**src/rtl/rx_channel_buf_if.sv**
```systemverilog
// Upstream VALID/READY bus between a transmitter (master) and rx_channel_buf (slave).
interface rx_channel_buf_if #(
    parameter int WIDTH = 8
);
    logic             VALID;
    logic             READY;
    logic [WIDTH-1:0] xDATA;

    modport master (
        output VALID,
        output xDATA,
        input  READY
    );

    modport slave (
        input  VALID,
        input  xDATA,
        output READY
    );
endinterface

```
**src/rtl/rx_channel_buf.sv**
```systemverilog
// First-word fall-through receive buffer with a registered READY and a sticky
// flag for upstream handshake violations (VALID dropped or data changed while stalled).
module rx_channel_buf #(
    parameter int WIDTH = 8,
    parameter int DEPTH = 4
) (
    input  logic                     ACLK,
    input  logic                     ARESETn,
    rx_channel_buf_if.slave          bus,
    output logic [WIDTH-1:0]         rx_data,
    output logic                     rx_valid,
    input  logic                     rx_pop,
    output logic [$clog2(DEPTH):0]   count,
    output logic                     proto_err
);
    localparam int AW = $clog2(DEPTH);
    localparam int CW = AW + 1;
    localparam logic [CW-1:0] FULL = CW'(DEPTH);

    logic [WIDTH-1:0] mem_q [DEPTH];

    logic [AW-1:0]    wr_ptr_q, wr_ptr_d;
    logic [AW-1:0]    rd_ptr_q, rd_ptr_d;
    logic [CW-1:0]    count_q, count_d;
    logic             ready_q, ready_d;
    logic             pend_q, pend_d;
    logic [WIDTH-1:0] pend_data_q, pend_data_d;
    logic             err_q, err_d;
    logic             push, pop;

    always_comb begin
        push        = bus.VALID & ready_q;
        pop         = (count_q != '0) & rx_pop;
        wr_ptr_d    = wr_ptr_q;
        rd_ptr_d    = rd_ptr_q;
        count_d     = count_q;
        if (push) wr_ptr_d = wr_ptr_q + AW'(1);
        if (pop)  rd_ptr_d = rd_ptr_q + AW'(1);
        case ({push, pop})
            2'b10:   count_d = count_q + CW'(1);
            2'b01:   count_d = count_q - CW'(1);
            default: count_d = count_q;
        endcase
        // READY is a flop computed from next occupancy, so it never sees VALID combinationally.
        ready_d     = (count_d < FULL);
        pend_d      = bus.VALID & ~ready_q;
        pend_data_d = bus.xDATA;
        err_d       = err_q | (pend_q & (~bus.VALID | (bus.xDATA != pend_data_q)));
    end

    always_ff @(posedge ACLK or negedge ARESETn) begin
        if (!ARESETn) begin
            wr_ptr_q    <= '0;
            rd_ptr_q    <= '0;
            count_q     <= '0;
            ready_q     <= 1'b0;
            pend_q      <= 1'b0;
            pend_data_q <= '0;
            err_q       <= 1'b0;
        end else begin
            wr_ptr_q    <= wr_ptr_d;
            rd_ptr_q    <= rd_ptr_d;
            count_q     <= count_d;
            ready_q     <= ready_d;
            pend_q      <= pend_d;
            pend_data_q <= pend_data_d;
            err_q       <= err_d;
        end
    end

    // Storage is deliberately unreset; rx_data is only meaningful while rx_valid=1.
    always_ff @(posedge ACLK) begin
        if (push) mem_q[wr_ptr_q] <= bus.xDATA;
    end

    assign bus.READY = ready_q;
    assign rx_valid  = (count_q != '0);
    assign rx_data   = mem_q[rd_ptr_q];
    assign count     = count_q;
    assign proto_err = err_q;
endmodule

```
**src/flat_wrapper.sv**
```systemverilog
// flat-port wrapper written by rule: the top's interface ports become plain ports
module rx_channel_buf_flat 
#(
    parameter int WIDTH = 8,
    parameter int DEPTH = 4
)
  (ACLK, ARESETn, rx_data, rx_valid, rx_pop, count, proto_err, bus_VALID, bus_xDATA, bus_READY);
  rx_channel_buf_if #(.WIDTH(WIDTH)) bus_i ();
  input  logic ACLK;
  input  logic ARESETn;
  output logic [WIDTH-1:0] rx_data;
  output logic rx_valid;
  input  logic rx_pop;
  output logic [$clog2(DEPTH):0] count;
  output logic proto_err;
  input wire logic [$bits(bus_i.VALID)-1:0] bus_VALID;
  input wire logic [$bits(bus_i.xDATA)-1:0] bus_xDATA;
  output wire logic [$bits(bus_i.READY)-1:0] bus_READY;
  assign bus_i.VALID = bus_VALID;
  assign bus_i.xDATA = bus_xDATA;
  assign bus_READY = bus_i.READY;
  rx_channel_buf #(.WIDTH(WIDTH), .DEPTH(DEPTH)) u_core (.ACLK(ACLK), .ARESETn(ARESETn), .bus(bus_i), .rx_data(rx_data), .rx_valid(rx_valid), .rx_pop(rx_pop), .count(count), .proto_err(proto_err));
endmodule
```
**config.mk**
```make
export PLATFORM = sky130hd
export DESIGN_NAME = rx_channel_buf_flat
export DESIGN_NICKNAME = d
export VERILOG_FILES = /design/src/rtl/rx_channel_buf_if.sv /design/src/rtl/rx_channel_buf.sv /design/src/flat_wrapper.sv
export SDC_FILE = /design/constraint.sdc
export NUM_CORES = 1
export LEC_CHECK = 0
export BUFFER_PORTS_ARGS = -buffer_cell sky130_fd_sc_hd__clkbuf_2
export CORE_ASPECT_RATIO = 1.25
export CORE_MARGIN = 3
export CORE_UTILIZATION = 45
export CTS_BUF_LIST = sky130_fd_sc_hd__clkbuf_8 sky130_fd_sc_hd__clkbuf_16
export DETAILED_ROUTE_END_ITERATION = 16
export PLACE_DENSITY = 0.66
export SETUP_SLACK_MARGIN = 0.3
export SYNTH_ARGS = -nofsm -noshare
export SYNTH_HDL_FRONTEND = slang
export SYNTH_SLANG_ARGS = --single-unit
```
**constraint.sdc**
```tcl
create_clock -name ACLK -period 2.6 [get_ports ACLK]
set_input_delay 0.26 -clock ACLK [delete_from_list [all_inputs] [get_ports ACLK]]
set_output_delay 0.26 -clock ACLK [all_outputs]
set_load 0.02 [all_outputs]
```
==> metrics.txt <==
status complete, no violations; Worst setup SP type register; DRC Markers 0; Routed WL 2872 um; top cells by area, synth edfxtp_1 (50%), dfrtp_1 (23%), mux4_2 (9.3%); Detail Route Antenna Nets 0; relative slew slack 57.96%; filler instances 345; clk buf depth 2; Reg clk slew, reported paths 0.08 ns; number of setup buffers added after CTS 0; PortBufs 25; placeable core region 4131 um^2; final instance area 2270 um^2; Synth warnings 0; type of the worst min-delay path in -> reg; DP Cell Count 179; Total Routing Usage GR 13.04%; Pwr Density 1112 nW/um^2; Area growth, synth to finish 17.11%; total gr overflow 0; Setup TNS Final 0 ns; critical path class reg -> out; first-pass GRT wire length 4919 um; clk_lat worst skew 0.29 ns; Final Util 54.94%; vias in the first global route 1010; Vias/cell 5.011; Max-Cap Viols 0; Fmax achieved 485.3 MHz; synth cell count leaders edfxtp_1 (32), dfrtp_1 (18), xor2_1 (10); sequential share of the synthesized area 72.82%; Clock Tree Root clkbuf_8; share of cells above drive strength 1 32.58%; Ports 26; Netlist Area Pre-Place 1938 um^2; total die area 5136 um^2; Crit. End Element output port; TritonRoute pass-1 iters 4; Netlist cell types 21; Yosys top cell area share 49.58%; fin crit share 79.25%; ANT cells 0; Yosys top cell by area edfxtp_1; GPL Wtd Cong 0.7705; EDFF count, synth 32; actual slew at the worst max-slew pin 0.6306 ns; Vias 942; row cnt 26; r2r setup slk 0.57 ns; CP cell instances mux4_2 > clkbuf_2; initial DRC count 37; H-tree depth 2; RSZ-0062 raised after global routing false; placed instance area 2117 um^2; final hold vios 0; Leakage 0.8884 nW; CP max stage cell dfrtp_1; Worst IR Drop VDD 0.6559 mV; post-synth net total 118; crit path DAT 1.80 ns; CTS buffer count 5; Layout Skew 0.003507 ns; post-CTS resize count 0; # setup viols final 0; routed length per instance 15.28 um; Final min period 2.060 ns; top-count cell post-synth edfxtp_1; Starting Density 46.91%; Non-Filler Instances 188; worst r2r path cells 6; CTS tree built; register bit count reported by yosys 50; initial antenna violation count 0; Layout Nets 149; async set-reset flop share out of synthesis 36.00%; Die X 64.70 um; Post-Syn Instances 100; die height 79.38 um; Main synth FF type edfxtp_1; CP endpoint rx_data[5]; CP Launch Point u_core.rd_ptr_q[0]$_DFFE_PN0P_; DP Wirelength 1962 um; clock sink count 50; Worst path max stage delay 0.75 ns; CP max FO 10; fin. max-slew vios 0; CP required 2.34 ns; largest net degree at the start of global routing 19; Avg Cell Area, Syn 19.38 um^2
[timing repair]
action,in CTS,in global routing
hold buffers,1,0
endpoints found under the setup margin,0,0
endpoints found under the hold margin,18,0
[where the power goes]
group | switching (mW) | internal (mW) | leakage (nW)
Sequential | 0.165 | 1.01 | 0.499
Clock | 0.233 | 0.410 | 0.0714
Combinational | 0.372 | 0.339 | 0.318
Total | 0.770 | 1.75 | 0.888
[metrics by stage]
step / setup WS (ns) / hold slack (ns) / power, mW
after detailed placement: 0.5798 / 0.2222 / 1.919
after floorplan: 0.6382 / -0.03559 / 1.694
after global routing: 0.4243 / 0.1436 / 2.661
after CTS: 0.4751 / 0.1381 / 2.560
after global placement: 0.6881 / 0.2123 / 1.887
final: 0.5395 / 0.1435 / 2.524
[sequential cells by signal, summed over array words and instances (netlist names), named ones only]
register,flops
u_core.proto_err,1
u_core.wr_ptr_q,2
u_core.count,2
u_core.mem_q,32
u_core.pend_data_q,8
u_core.bus.READY,1
u_core.pend_q,1
u_core.rd_ptr_q,2
[placed cells by master, fill, tap and decap left out, types with 4 or more instances in the layout]
cell type,instances
edfxtp_1,32
clkbuf_2,25
dfrtp_1,18
xor2_1,10
mux4_2,8
clkbuf_8,6
xnor2_1,5
ha_1,5
and3_1,4
[cell families (layout without fill, tap and decap cells)]
| logic type | Yosys count | after routing | share of synthesized area (%) |
|---|---|---|---|
| flip-flops | 50 | 50 | 72.82 |
| adder cells (fa/ha/maj) | 6 | 6 | 4.261 |
| multiplexers | 10 | 10 | 10.46 |
| XOR/XNOR | 15 | 15 | 6.778 |
| AO/OA/AOI/OAI | 2 | 2 | 0.7750 |
| AND/OR/NAND/NOR | 13 | 13 | 3.680 |
| buffers and inverters | 4 | 36 | 1.226 |
[cell type report]
cell class	instances	area (um^2)	share of cell area (%)
Sequential cell	50	1411	62.18
Multi-Input combinational cell	46	503.0	22.16
Timing Repair Buffer	26	135.1	5.954
Clock buffer	6	82.58	3.638
Tap cell	56	70.07	3.087
Clock inverter	2	60.06	2.646
Inverter	2	7.507	0.3308
[critical path: cells and delay by family, from the launching register on]
| family | cells | cell delay (ns) |
|---|---|---|
| multiplexers | 1 | 0.58 |
| flip-flops | 1 | 0.75 |
| buffers and inverters | 1 | 0.17 |
[metal layers]
metal / wire length [um] / up-vias / track usage, %
li1: - / 432 / -
met1: 1225 / 486 / 15.76
met2: 1517 / 20 / 22.82
met3: 98 / 4 / 2.535
met4: 31 / 0 / 5.074
met5: 0 / - / 0
[worst min path at each step]
| stage | start | endpoint | slack (ns) | cells past startpoint |
|---|---|---|---|---|
| floorplan | ARESETn | async pin | -0.04 | 0 |
| finish | bus_xDATA[3] | u_core.pend_data_q[3]$_DFF_PN0_ | 0.14 | 1 |
| CTS | bus_xDATA[3] | u_core.pend_data_q[3]$_DFF_PN0_ | 0.14 | 1 |
| global placement | ARESETn | u_core.count[0]$_DFFE_PN0N_ | 0.21 | 1 |
| global route | bus_xDATA[2] | u_core.pend_data_q[2]$_DFF_PN0_ | 0.14 | 1 |
| detailed placement | ARESETn | u_core.count[1]$_DFFE_PN0N_ | 0.22 | 1 |
No activity file was read; power rests on OpenSTA's default activity.
